### config.mk
export PLATFORM = sky130hd
export DESIGN_NAME = int_exec_issue_ctrl
export DESIGN_NICKNAME = d
export VERILOG_FILES = /design/src/rtl/int_exec_issue_ctrl_pkg.sv /design/src/rtl/int_exec_issue_ctrl_meta_pipe.sv /design/src/rtl/int_exec_issue_ctrl.sv
export SDC_FILE = /design/constraint.sdc
export NUM_CORES = 1
export LEC_CHECK = 0
export CAP_MARGIN = 10
export CORE_ASPECT_RATIO = 1.4
export CORE_UTILIZATION = 52
export DETAILED_ROUTE_END_ITERATION = 6
export DONT_BUFFER_PORTS = 1
export PLACE_DENSITY = 0.66
export SLEW_MARGIN = 20
export SYNTH_ARGS = -nofsm -noshare
export SYNTH_HDL_FRONTEND = slang
export SYNTH_SLANG_ARGS = --single-unit
### constraint.sdc
create_clock -name clock -period 3.2 [get_ports clock]
set_clock_uncertainty 0.1 [all_clocks]
set_input_delay 0.64 -clock clock [delete_from_list [all_inputs] [get_ports clock]]
set_output_delay 0.64 -clock clock [all_outputs]
set_load 0.02 [all_outputs]
### src/rtl/int_exec_issue_ctrl_pkg.sv
// Shared types for the integer execute issue control slice; IMUL_LATENCY sets the multiplier depth.
// No logic, no latency, no backpressure.
`ifndef IMUL_LATENCY
`define IMUL_LATENCY 5
`endif

package int_exec_issue_ctrl_pkg;

    localparam int EXEC_PRF_W = 6;
    localparam int EXEC_ROB_W = 5;

    typedef enum logic [1:0] {
        FU_ALU  = 2'd0,
        FU_BR   = 2'd1,
        FU_IMUL = 2'd2
    } fu_type_t;

    typedef struct packed {
        logic                  valid;
        logic                  has_rd;
        logic [EXEC_PRF_W-1:0] prd;
        logic [EXEC_ROB_W-1:0] rob;
    } exec_meta_t;

    // Bubbles carry all-zero metadata so downstream fields need no extra gating.
    function automatic exec_meta_t make_meta(input logic fire, input logic has_rd,
                                             input logic [EXEC_PRF_W-1:0] prd,
                                             input logic [EXEC_ROB_W-1:0] rob);
        exec_meta_t m;
        m = '0;
        if (fire) begin
            m.valid  = 1'b1;
            m.has_rd = has_rd;
            m.prd    = prd;
            m.rob    = rob;
        end
        return m;
    endfunction

endpackage

### src/rtl/int_exec_issue_ctrl_meta_pipe.sv
// exec_meta_pipe: fixed-depth metadata shift register with synchronous clear.
// Latency DEPTH cycles; no backpressure, advances every cycle.
module exec_meta_pipe
    import int_exec_issue_ctrl_pkg::*;
#(
    parameter int DEPTH = 1
) (
    input  logic       clock,
    input  logic       reset,
    input  logic       clear,
    input  exec_meta_t in_meta,
    output exec_meta_t out_meta
);

    exec_meta_t stage [DEPTH];

    always_ff @(posedge clock) begin
        if (reset || clear) begin
            for (int i = 0; i < DEPTH; i++) stage[i] <= '0;
        end else begin
            stage[0] <= in_meta;
            for (int i = 1; i < DEPTH; i++) stage[i] <= stage[i-1];
        end
    end

    assign out_meta = stage[DEPTH-1];

endmodule

### src/rtl/int_exec_issue_ctrl.sv
// Steers issued uops to ALU/BR/IMUL and owns the single integer writeback port; writeback at
// fire+1 (ALU/BR) or fire+IMUL_LAT, stalls ALU issue on slot conflict. INT_EXEC_PERF_EN adds perf counters.
module int_exec_issue_ctrl
    import int_exec_issue_ctrl_pkg::*;
#(
    parameter int PRF_W    = EXEC_PRF_W,
    parameter int ROB_W    = EXEC_ROB_W,
    parameter int IMUL_LAT = `IMUL_LATENCY
) (
    input  logic             clock,
    input  logic             reset,
    input  logic             flush,
    input  logic             issue_valid,
    output logic             issue_ready,
    input  fu_type_t         issue_fu,
    input  logic [PRF_W-1:0] issue_prd,
    input  logic [ROB_W-1:0] issue_rob,
    input  logic             issue_has_rd,
    output logic             alu_fire,
    output logic             br_fire,
    output logic             imul_fire,
    input  logic [31:0]      alu_out,
    input  logic             br_out,
    input  logic [31:0]      imul_out,
    output logic             wb_valid,
    output logic [PRF_W-1:0] wb_prd,
    output logic [ROB_W-1:0] wb_rob,
    output logic [31:0]      wb_data,
    output logic             br_valid,
    output logic [ROB_W-1:0] br_rob,
    output logic             br_taken
`ifdef INT_EXEC_PERF_EN
    ,
    output logic [31:0]      perf_issue_cnt,
    output logic [31:0]      perf_wb_stall_cnt
`endif
);

    logic [IMUL_LAT-1:0] res;
    exec_meta_t          alu_s1, br_s1, imul_last, hold_meta;
    logic [31:0]         hold_data;
    logic                accept, defer_now;

    // An ALU completion colliding with an IMUL completion is parked in the hold register.
    assign defer_now = alu_s1.valid && imul_last.valid;

    always_comb begin
        issue_ready = !(issue_fu == FU_ALU &&
                        ((issue_has_rd && res[0]) || hold_meta.valid || defer_now));
    end

    assign accept    = issue_valid && issue_ready && !flush;
    assign alu_fire  = accept && (issue_fu == FU_ALU);
    assign br_fire   = accept && (issue_fu == FU_BR);
    assign imul_fire = accept && (issue_fu == FU_IMUL);

    exec_meta_pipe #(.DEPTH(1)) u_alu_pipe (
        .clock(clock), .reset(reset), .clear(flush),
        .in_meta(make_meta(alu_fire, issue_has_rd, issue_prd, issue_rob)),
        .out_meta(alu_s1)
    );

    exec_meta_pipe #(.DEPTH(1)) u_br_pipe (
        .clock(clock), .reset(reset), .clear(flush),
        .in_meta(make_meta(br_fire, 1'b0, '0, issue_rob)),
        .out_meta(br_s1)
    );

    exec_meta_pipe #(.DEPTH(IMUL_LAT)) u_imul_pipe (
        .clock(clock), .reset(reset), .clear(flush),
        .in_meta(make_meta(imul_fire, issue_has_rd, issue_prd, issue_rob)),
        .out_meta(imul_last)
    );

    always_ff @(posedge clock) begin
        if (reset || flush) begin
            res <= '0;
        end else begin
            res <= {1'b0, res[IMUL_LAT-1:1]};
            if (imul_fire && issue_has_rd) res[IMUL_LAT-2] <= 1'b1;
        end
    end

    always_ff @(posedge clock) begin
        if (reset || flush) begin
            hold_meta <= '0;
            hold_data <= '0;
        end else if (defer_now) begin
            hold_meta <= alu_s1;
            hold_data <= alu_s1.has_rd ? alu_out : 32'd0;
        end else if (!imul_last.valid) begin
            hold_meta <= '0;
        end
    end

    // IMUL owns its reserved slot; a parked ALU completion drains before the next ALU can issue.
    always_comb begin
        wb_valid = 1'b0;
        wb_prd   = '0;
        wb_rob   = '0;
        wb_data  = '0;
        if (!flush) begin
            if (imul_last.valid) begin
                wb_valid = 1'b1;
                wb_rob   = imul_last.rob;
                if (imul_last.has_rd) begin
                    wb_prd  = imul_last.prd;
                    wb_data = imul_out;
                end
            end else if (hold_meta.valid) begin
                wb_valid = 1'b1;
                wb_rob   = hold_meta.rob;
                wb_data  = hold_data;
                if (hold_meta.has_rd) wb_prd = hold_meta.prd;
            end else if (alu_s1.valid) begin
                wb_valid = 1'b1;
                wb_rob   = alu_s1.rob;
                if (alu_s1.has_rd) begin
                    wb_prd  = alu_s1.prd;
                    wb_data = alu_out;
                end
            end
        end
    end

    assign br_valid = !flush && br_s1.valid;
    assign br_rob   = br_valid ? br_s1.rob : '0;
    assign br_taken = br_valid && br_out;

`ifdef INT_EXEC_PERF_EN
    always_ff @(posedge clock) begin
        if (reset) begin
            perf_issue_cnt    <= '0;
            perf_wb_stall_cnt <= '0;
        end else begin
            if (accept && perf_issue_cnt != 32'hFFFF_FFFF)
                perf_issue_cnt <= perf_issue_cnt + 32'd1;
            if (issue_valid && !issue_ready && perf_wb_stall_cnt != 32'hFFFF_FFFF)
                perf_wb_stall_cnt <= perf_wb_stall_cnt + 32'd1;
        end
    end
`endif

endmodule

After elaboration in Yosys (flattened, before gate mapping)
Memories as Yosys holds them, arrays and structs flattened.
Index checks and enable logic that the tools add are counted.
Word-level totals
  RAM bits: 91
  output and inout port bits: 55
  register bits after elaboration: 50
  memories: 3
  bits of input ports: 83
  logic and storage cells: 77
Cells by class
  reductions and logical operators: 19
  equality and inequality tests: 3
  muxes and demuxes: 40
  bitwise logic cells: 5
Memories
  u_imul_pipe.stage: words 5, width 13, read ports 5, clocked after Yosys merged registers in 0, write ports 5, RTL line int_exec_issue_ctrl_meta_pipe.sv:15  | exec_meta_t stage [DEPTH];
  u_alu_pipe.stage: words 1, width 13, read ports 1, clocked after Yosys merged registers in 0, write ports 1, RTL line int_exec_issue_ctrl_meta_pipe.sv:15
  u_br_pipe.stage: words 1, width 13, read ports 1, clocked after Yosys merged registers in 0, write ports 1, RTL line int_exec_issue_ctrl_meta_pipe.sv:15
Operator list (count)
  2-to-1 mux 32 bit: 6
  2-to-1 mux 13 bit: 12
  2-to-1 mux 6 bit: 7
  OR reduction 13 bit: 2
  2-to-1 mux 5 bit: 5
  logical AND 1 bit: 11
  2-to-1 mux 1 bit: 10
  bitwise OR 1 bit: 5
  logical OR 1 bit: 3
  == test 2 x 1 -> 1 bit (second input constant): 1
  == test 2 bit (second input constant): 1
  logical NOT 1 bit: 2
  logical NOT 2 bit: 1
  != test 2 x 1 -> 1 bit (second input constant): 1

Depth between registers and ports, before layout
Gate-level depths: netlist of the first run.
  depth after elaboration: 10
  mapped depth: 5
  gate-level depth less buffers: 2

Cells and area by module
A second synthesis of the first run with hierarchy kept.
Unflattened totals
  cell total of the unflattened synthesis: 687
  area total of the unflattened synthesis: 6830.3 µm²
By module, submodules not included
  int_exec_issue_ctrl: times used 1, cells an instance 474, area an instance 3691.0 µm², seq. area each 980.9 µm²
  exec_meta_pipe at u_imul_pipe: times used 1, cells an instance 157, area an instance 2278.4 µm², seq. area each 1301.2 µm²
  exec_meta_pipe at u_alu_pipe ...: times used 2, cells an instance 28, area an instance 430.4 µm², seq. area each 260.2 µm²

Least setup slack after synthesis of the first run
OpenSTA, ideal clock, no wires.
  kind: input port to output port
  start point: input port flush
  end point: output port alu_fire
  data arrival time: 1.725 ns
  data required time: 2.460 ns
  setup slack: 0.735 ns
  path buffers: 2
  cell stages on the path: 4
  cells stage by stage: or4b_1 -> buf_2 -> buf_6 -> nor2_1
On the way
  word-level cells in the longest chain between the ends: 3
RTL lines
  start: declaration: RTL line int_exec_issue_ctrl.sv:12  | input logic flush,
  logical NOT 1 bit: RTL line int_exec_issue_ctrl.sv:52  | assign accept = issue_valid && issue_ready && !flush;
  logical AND 1 bit: RTL line int_exec_issue_ctrl.sv:52
  logical AND 1 bit: RTL line int_exec_issue_ctrl.sv:53  | assign alu_fire = accept && (issue_fu == FU_ALU);
  end: declaration: RTL line int_exec_issue_ctrl.sv:19  | output logic alu_fire,
Every way passes these cells.

Worst setup path in the final report of the first run
  start point: register hold_meta[12] in the netlist's numbering
  end point: output port wb_data[17]
On the way
  word-level cells in the longest chain between the ends: 3
RTL lines
  start: declaration: RTL line int_exec_issue_ctrl.sv:40  | exec_meta_t alu_s1, br_s1, imul_last, hold_meta;
  start signal: assignment: RTL line int_exec_issue_ctrl.sv:89  | hold_meta <= alu_s1;
  2-to-1 mux 32 bit: RTL line int_exec_issue_ctrl.sv:110  | end else if (hold_meta.valid) begin
  2-to-1 mux 32 bit: RTL line int_exec_issue_ctrl.sv:103  | if (imul_last.valid) begin
  2-to-1 mux 32 bit: RTL line int_exec_issue_ctrl.sv:102  | if (!flush) begin
  end: declaration: RTL line int_exec_issue_ctrl.sv:28  | output logic [31:0] wb_data,
Every way passes these cells.

==> impl_results.md, run 1 <==
- Result of the run: complete, no violations
- Largest family of logic cells by synthesized area: simple AND/OR/NAND/NOR gates
- Routed Wire Length: between 10000 and 15000 um
- YS warnings: 0
- Setup TNS: 0 ns
- Num rows: between 40 and 50
- Util after Layout: ~62%
- H-tree Lvls: 4
- CP arrival: 2.09 ns
- Worst Hold Class: in2reg
- Post-synth ARST share: 0%
- Initial antenna violation count: 0
- Net count, final: 700
- Total CTS buffers: 17
- Antenna diode count: 0
- Synthesized net count: around 700
- Clk_lat worst skew: ~0.4 ns
- Register bit total from synthesis: about 130
- CTS clk-pin slew, worst paths: 0.06 ns
- Leak: around 2.2 nW
- Slew HR: between 20% and 30%
- Post-synthesis compound-gate area fraction: a little under a fifth
- IO Port Bufs: 0
- First-pass GRT wire length: a little under 20000 um
- Post-synthesis adder-cell area fraction: 0%
- Clk buf depth: 2
- CTS tree: yes
- Largest net degree at the start of global routing: 78
- Total track usage: a little over a fifth
- HPWL Detailed: 8000 um
- Synth top area cells: dfxtp_1 (46%), and2_1 (6.7%), a221oi_1 (6.6%)
- Worst-path maximum fanout: 53
- Area after DPL: ~6000 sq um
- CP Data Required Time: around 2.5 ns
- Final Slew Violations: 0
- Unrepaired setup endpoints after global routing: false
- IO Pins: around 140
- Top_reg_cell synth: dfxtp_1
- Startpoint Class: register
- Worst Setup End Kind: output pin
- Vias per cell: roughly 6.0
- Die width: a little over 90 um
- Wire length per cell: roughly 16 um
- P&R area growth vs syn: 16.6%
- Number of synthesized flops with an enable pin: 0
- Final worst slack: approximately 0.37 ns
- Vias: 4601
- Final setup fails: 0
- Max-cap viol count: 0
- Power Dens Cells: 580 nW/um^2
- Most numerous cell in the Yosys netlist: dfxtp_1
- Design Area, Final: approximately 6700 sq um
- Congestion Overflow GR: 0
- Starting Density: between 50% and 60%
- Period utilization: between 80% and 90%
- Post-CTS Hold Fix Bufs: 0
- ANT nets after route: 0
- Share of layout cells above drive strength 1: 20.0%
- Final hold slack: 0.281 ns
- GPL Wtd Cong: between 0.7 and 0.8
- Post-synthesis mux area share: approximately 2.1%
- Area leader, netlist: dfxtp_1
- Peak VDD IR: between 0.5 and 0.6 mV
- DR iter-0 viols: 200
- DRC: 0
- Drt first pass iters: 5
- Sequential area share after synthesis: 46.5%
- Pre-CTS WS: around 0.81 ns
- Slew @ Worst Pin: 1.06 ns
- Mapped Cells: approximately 630
- Min cycle time layout: 2.83 ns
- # fillers: between 900 and 1000
- Commonest cells post-synth: dfxtp_1 (133), a21oi_1 (69), and2_1 (61)
- Core area: about 11000 sq um
- Netlist cell types: 27
- Sink Count: about 130
- Synth Cell Area: about 5700 sq um
- Die H: around 130 um
- Vias in the first global route: roughly 4000
- Final Hold Viols: 0
- Post-cts gate resize count: 0
- Post-Synth Simple-Gate Area: between 20 and 30%
- CP Class: reg2out
- Root Buffer: clkbuf_16
- Syn Area/Cell: slightly above 9 sq um
- Achievable clock frequency: between 0.3 and 0.4 GHz
- Synth top area share: around 46%
- Xor/xnor cell area share of the yosys netlist: 0%
- Post-CTS Setup Inserts: 0
- Die area: around 11000 sq um
[per-layer routing]
layer  share of wire, %  up-vias  global-route usage [%]
met2                 51      162                    37.7
met3                6.5       12                    6.46
met4                1.2        0                    8.54
met5                  0        -                       0
met1                 41     2180                    24.5
li1                   -     2247                       -
[registers in the layout, summed over array words and instances, names as in the netlist]
register,flops
hold_data,32
hold_meta,13
res,4
u_alu_pipe.stage,13
u_br_pipe.stage,6
u_imul_pipe.stage,65
[layout by cell type, fill, tap and decap left out, types with 3 or more instances in the layout]
master / netlist / final
dfxtp_1: 133 / 129
a21oi_1: 69 / 69
and2_1: 61 / 61
buf_4: 0 / 44
a221oi_1: 43 / 43
nand2_1: 39 / 39
nand4b_1: 38 / 38
nand4_1: 32 / 32
a21bo_2: 32 / 32
nor2_1: 22 / 21
nor3_1: 20 / 20
clkbuf_16: 0 / 18
inv_1: 17 / 17
mux2i_1: 12 / 12
a31oi_1: 6 / 6
nor4_2: 6 / 6
nand3b_1: 5 / 5
bufinv_16: 0 / 5
nor4_1: 4 / 4
buf_12: 0 / 4
nand2b_1: 3 / 3
[final timing paths]
kind                                          startpoint                        to  slack (ns)  cells past startpoint
worst max register to register             hold_meta[12]   u_alu_pipe.stage[0][12]        1.35                      3
worst max-delay path                       hold_meta[12]               wb_data[17]        0.37                      4
worst min register to register  u_imul_pipe.stage[0][51]  u_imul_pipe.stage[0][64]        0.32                      1
worst min-delay path                         alu_out[27]             hold_data[27]        0.28                      2
[layout make-up]
class	instances	area [sq um]	share of cell area (%)
Clock buffer	21	472	7.06
Clock inverter	11	194	2.90
Inverter	17	63.8	0.955
Multi-Input combinational cell	400	2700	40.3
Sequential cell	133	2670	40.0
Tap cell	141	176	2.64
Timing Repair Buffer	48	410	6.14
[cells by family after synthesis]
kind of cell,Yosys count
muxes,12
buffers and inverters,92
DFF,133
AOI/OAI and AO/OA,151
and+or+nand+nor,237
[report_power, final]
part / internal [mW] / switching (mW) / leakage [nW]
Clock: 1.45 / 0.704 / 0.323
Combinational: 0.0103 / 0.0442 / 0.847
Sequential: 1.66 / 0.00288 / 1.07
[stage by stage]
stage                     std cells  total power, mW
after floorplan                 625             1.75
after global placement          739             1.75
after detailed placement        739             1.75
after CTS                       771             3.91
after global routing            771             3.99
final                           771             3.87
[worst max-delay path: stages, from the launching register on]
cell and delay (ns):
dfxtp_2 0.74, buf_12 0.29, a21oi_1 0.11, a221oi_1 0.32, buf_4 0.20
Note: power is estimated with default switching activity, not from simulation.
==> run 2, diff against run 1 <==
- CORE_UTILIZATION: 52 -> 45
- PLACE_DENSITY: 0.66 -> 0.59
==> run 2 against run 1 <==
Die area up 15%. Via count is 1.2% lower. Global-route usage decreased by 2.5 points. First-iteration DRC count down 35%. Highest routed layer unchanged. Sequential power barely moved. Count of clock-buffer cells in the layout did not move. Core utilization shrank 8.1 points. Design area down 0.60%. Register-to-register slack lost 0.22 ns. Clock power down 13%. Largest cell class unchanged.
==> impl_results.md, run 2 (same netlist as run 1, synthesis figures left out) <==
- Drt first pass iters: 5
- Total CTS buffers: 17
- Power Dens Cells: 541 nW/um^2
- Achievable clock frequency: around 0.35 GHz
- Biggest regs: u_imul_pipe.stage x65, hold_data x32
- Max-cap viol count: 0
- Max reg flops: 65
- Net count, final: 705
- CP Class: reg2out
- Total track usage: about a fifth
- Critical R2R Capture: u_alu_pipe.stage[0][4]
- Reg with most FFs: u_imul_pipe.stage
- DRC: 0
- Final setup fails: 0
- Starting Density: ~46%
- Die width: roughly 97 um
- CTS clk-pin slew, worst paths: 0.06 ns
- Peak VDD IR: 0.432 mV
- Slew @ Worst Pin: between 1 and 1.5 ns
- HPWL Detailed: 8210 um
- First-pass GRT wire length: around 20000 um
- Result of the run: complete, no violations
- Die area: around 13000 sq um
- Final Slew Violations: 0
- CP endpoint: wb_data[21]
- DR iter-0 viols: 130
- H-tree Lvls: 4
- Setup TNS: 0 ns
- Wire length per cell: around 16 um
- Core area: 12400 sq um
- Inst Count DP: approximately 750
- IO Pins: about 140
- Min cycle time layout: between 2 and 3 ns
- Vias: approximately 4500
- CP Data Required Time: 2.46 ns
- Largest net degree at the start of global routing: between 90 and 100
- Unrepaired setup endpoints after global routing: false
- Layout Cells excl Fill: ~790
- Commonest non-fill, non-tap cell in the layout: dfxtp_1
- Congestion Overflow GR: 0
- FF-to-FF path depth: 3
- Slew HR: around a third
- CTS tree: yes
- Vias in the first global route: between 4000 and 5000
- Post-CTS Setup Inserts: 0
- Vias per cell: just under 6
- Num rows: 48
- Routed Wire Length: ~13000 um
- CP arrival: about 2.1 ns
- Root Buffer: clkbuf_16
- P&R area growth vs syn: 15.9%
- GPL Wtd Cong: just under 0.8
- Worst Setup End Kind: output pin
- Post-CTS Hold Fix Bufs: 0
- CP Launch Point: hold_meta[12]
- Final Hold Viols: 0
- # fillers: about 1100
- R2R Path Start: u_alu_pipe.stage[0][12]
- IO Port Bufs: 0
- FF-to-FF setup slack: about 1.1 ns
- Die H: roughly 140 um
- Worst Hold Class: in2reg
- Clk_lat worst skew: roughly 0.40 ns
- Post-cts gate resize count: 0
- Antenna diode count: 0
- ANT nets after route: 0
- Commonest non-fill, non-tap cells in the layout: dfxtp_1 (129), a21oi_1 (69), and2_1 (61)
- Share of layout cells above drive strength 1: between 20% and 30%
- Period utilization: 88.5%
- Sink Count: between 100 and 150
- Clk buf depth: 2
- Leak: around 2.2 nW
- Worst-path maximum fanout: 36
- Startpoint Class: register
- Initial antenna violation count: 0
[run 2: cell count changes in the layout (fill, tap and decap cells not counted)]
| cell | change |
|---|---|
| buf_12 | -1 |
| bufinv_16 | -3 |
| inv_6 | -2 |
| clkbuf_8 | +1 |
| clkbuf_16 | -1 |
| buf_4 | +6 |
| clkinvlp_4 | +4 |
| clkinv_2 | -1 |
| clkinv_4 | +2 |
[run 2: critical path, stage by stage, from the launching register on]
cell and delay, ns:
dfxtp_2 0.70, buf_4 0.37, a21oi_1 0.12, a221oi_1 0.30, buf_4 0.19
[run 2: how the worst min path moves through the flow]
| stage | depth (start not counted) | end | slack, ns | from |
|---|---|---|---|---|
| 6_report | 2 | u_imul_pipe.stage[0][6] | 0.29 | issue_prd[1] |
| 4_1_cts | 2 | u_imul_pipe.stage[0][6] | 0.27 | issue_prd[1] |
| 2_1_floorplan | 1 | res[0] | 0.31 | res[1] |
| 5_1_grt | 2 | hold_data[27] | 0.28 | alu_out[27] |
| 3_5_place_dp | 1 | u_imul_pipe.stage[0][43] | 0.31 | u_imul_pipe.stage[0][30] |
| 3_3_place_gp | 1 | u_imul_pipe.stage[0][44] | 0.31 | u_imul_pipe.stage[0][31] |
[run 2: metal layers]
layer	GRT usage, %	vias to the layer above	share of wire [%]
met5	0	-	0
met4	8.01	0	1.7
met3	4.90	16	5.7
met2	33.1	134	50
met1	22.5	2141	43
li1	-	2255	-
[run 2: power breakdown]
part | internal, mW | switching (mW) | leakage, nW
registers | 1.66 | 0.00305 | 1.07
clock network | 1.19 | 0.691 | 0.272
logic | 0.0105 | 0.0431 | 0.872
[run 2: metrics by stage]
step                power [mW]  hold WS, ns  setup slack [ns]  instance area, sq um  util, %
floorplan                 1.75        0.306             0.735                  5730        -
global placement          1.75        0.307             0.836                  6050     48.9
detailed placement        1.75        0.311             0.768                  6050     48.9
CTS                       3.64        0.272             0.329                  6640     53.7
global route              3.71        0.285             0.167                  6640     53.7
finish                    3.60        0.288             0.368                  6640     53.7
[run 2: area by class of cell]
type                    count  area (sq um)  share of cell area [%]
repair buffers             53           435                    6.55
well taps                 150           188                    2.82
inverters                  17          63.8                   0.960
multi-input cells         400          2700                    40.6
clock buffers              21           460                    6.93
clock inverters            11           129                    1.94
flip-flops and latches    133          2670                    40.2
==> run 3, diff against run 2 <==
- ABC_AREA: unset -> 1
- SLEW_MARGIN: 20 -> unset
==> run 3 against run 2 <==
Worst hold slack got worse by 0.017 ns. Count of clock-buffer cells in the layout decreased by 1. Clock power about the same. Sequential share of layout area increased by 2.8 points. Global-route usage increased by 1.1 points. Highest routed layer unchanged.
==> impl_results.md, run 3 <==
- YS warnings: 0
- Slew HR: around 42%
- Most numerous cell in the Yosys netlist: nand2_1
- Register bit total from synthesis: around 130
- Result of the run: complete, no violations
- Congestion Overflow GR: 0
- Final Slew Violations: 0
- ANT nets after route: 0
- Vias: 4777
- DRC: 0
- Clk_lat worst skew: 0.41 ns
- Vias in the first global route: roughly 4300
- H-tree Lvls: 4
- Area leader, netlist: dfxtp_1
- Min cycle time layout: between 2 and 3 ns
- P&R area growth vs syn: 11.0%
- Worst Setup End Kind: output pin
- Biggest regs: u_imul_pipe.stage x65, hold_data x32
- Net count, final: 899
- Power Dens Cells: about 580 nW/um^2
- IO Pins: approximately 140
- Post-synth ARST share: 0%
- Die H: roughly 130 um
- First-pass GRT wire length: around 20000 um
- Startpoint Class: register
- Synthesized net count: approximately 900
- Synth top area share: between 40% and 50%
- Leak: approximately 2.5 nW
- Routed Wire Length: between 10000 and 15000 um
- Pre-CTS WS: 0.691 ns
- Mapped Cells: 838
- GPL Wtd Cong: ~0.76
- Synth Cell Area: roughly 5600 sq um
- Achievable clock frequency: around 0.35 GHz
- Worst Hold Class: in2reg
- Final Hold Viols: 0
- DR iter-0 viols: about 260
- Share of layout cells above drive strength 1: between 6 and 7%
- Slew @ Worst Pin: 0.866 ns
- Post-cts gate resize count: 0
- CP delay by family, top: buffers and inverters
- Number of synthesized flops with an enable pin: 0
- Max stage delay on crit path: 0.53 ns
- Synth top area cells: dfxtp_1 (48%), nand2_1 (19%), a21oi_1 (11%)
- Die area: around 13000 sq um
- Commonest cells post-synth: nand2_1 (278), dfxtp_1 (133), a21oi_1 (125)
- Buffer and inverter count on the worst path: 1
- FF-to-FF setup slack: about 1.0 ns
- CP arrival: 2.11 ns
- Max-cap viol count: 0
- Final worst slack: between 0.3 and 0.4 ns
- Netlist cell types: 18
- Unrepaired setup endpoints after global routing: false
- Critical path cell sequence: nand2_2 > inv_2 > nand2_1 > a21oi_1
- Root Buffer: clkbuf_16
- Commonest non-fill, non-tap cell in the layout: nand2_1
- Post-CTS Hold Fix Bufs: 0
- Final setup fails: 0
- Sink Count: approximately 130
- CP Class: reg2out
- Worst path slowest cell: inv_2
- CP Data Required Time: about 2.5 ns
- Reg with most FFs: u_imul_pipe.stage
- Area after DPL: around 5600 sq um
- Sequential area share after synthesis: a little under half
- Antenna diode count: 0
- Worst-path maximum fanout: 37
- Design Area, Final: around 6200 sq um
- Syn Area/Cell: roughly 6.7 sq um
- Total CTS buffers: 17
- Setup TNS: 0 ns
- Total track usage: 20.2%
- CTS tree: yes
- Die width: a little under 100 um
- Wire length per cell: approximately 13 um
- HPWL Detailed: between 8000 and 9000 um
- Top_reg_cell synth: dfxtp_1
- IO Port Bufs: 0
- Max reg flops: 65
- Drt first pass iters: 5
- Vias per cell: approximately 5
- Initial antenna violation count: 0
- Post-CTS Setup Inserts: 0
- Starting Density: a little under half
- Largest net degree at the start of global routing: 76
- Final hold slack: 0.272 ns
- Clk buf depth: 2
- Peak VDD IR: roughly 0.39 mV
- Num rows: 47
- Period utilization: 89.0%
- Commonest non-fill, non-tap cells in the layout: nand2_1 (278), dfxtp_1 (131), a21oi_1 (125)
- # fillers: 1192
- Final Power: roughly 3.6 mW
- CTS clk-pin slew, worst paths: around 0.060 ns
- Core area: about 12000 sq um
## run 3: final cells by class
cell class / count / area [sq um] / share of cell area [%]
Clock buffer: 20 / 457 / 7.37
Clock inverter: 11 / 129 / 2.08
Inverter: 121 / 454 / 7.33
Multi-Input combinational cell: 533 / 2220 / 35.8
Sequential cell: 133 / 2670 / 43.0
Tap cell: 147 / 184 / 2.97
Timing Repair Buffer: 10 / 87.6 / 1.41
## run 3: final timing paths
path	from	end	cells after the start
setup / recovery	u_alu_pipe.stage[0][12]	wb_data[29]	4
hold / removal	issue_prd[3]	u_imul_pipe.stage[0][8]	2
setup reg to reg	u_imul_pipe.stage[0][64]	hold_meta[1]	4
hold reg to reg	u_imul_pipe.stage[0][29]	u_imul_pipe.stage[0][42]	2
## run 3: metrics by stage
stage / cells / utilization [%]
after floorplan: 838 / -
after global placement: 944 / 47.0
after detailed placement: 944 / 47.0
after CTS: 975 / 51.9
after global routing: 975 / 51.9
final: 975 / 51.9
## run 3: logic make-up (layout without fill, tap and decap cells)
kind of cell    count (synthesis)  after routing  share of synthesized area, %
simple gates                  397            397                          27.3
buf+inv                       172            162                          12.6
compound gates                136            136                          12.5
flops                         133            133                          47.7
## run 3: routing by layer
metal	GRT usage (%)	vias to the layer above	wire length [um]
met2	36.6	95	6450
met1	21.4	2200	5360
met3	5.39	13	642
met4	8.71	0	219
met5	0	-	0
li1	-	2469	-
## run 3: worst register-to-register path, cell delays in order (launching register included)
cell	delay, ns
dfxtp_2	0.58
inv_1	0.34
nor2_1	0.75
nand2_1	0.14
a21oi_1	0.18
## run 3: where the power goes
| group | leakage (nW) | internal [mW] | switching [mW] |
|---|---|---|---|
| logic | 1.11 | 0.0163 | 0.0550 |
| registers | 1.07 | 1.66 | 0.00174 |
| clock network | 0.270 | 1.18 | 0.679 |
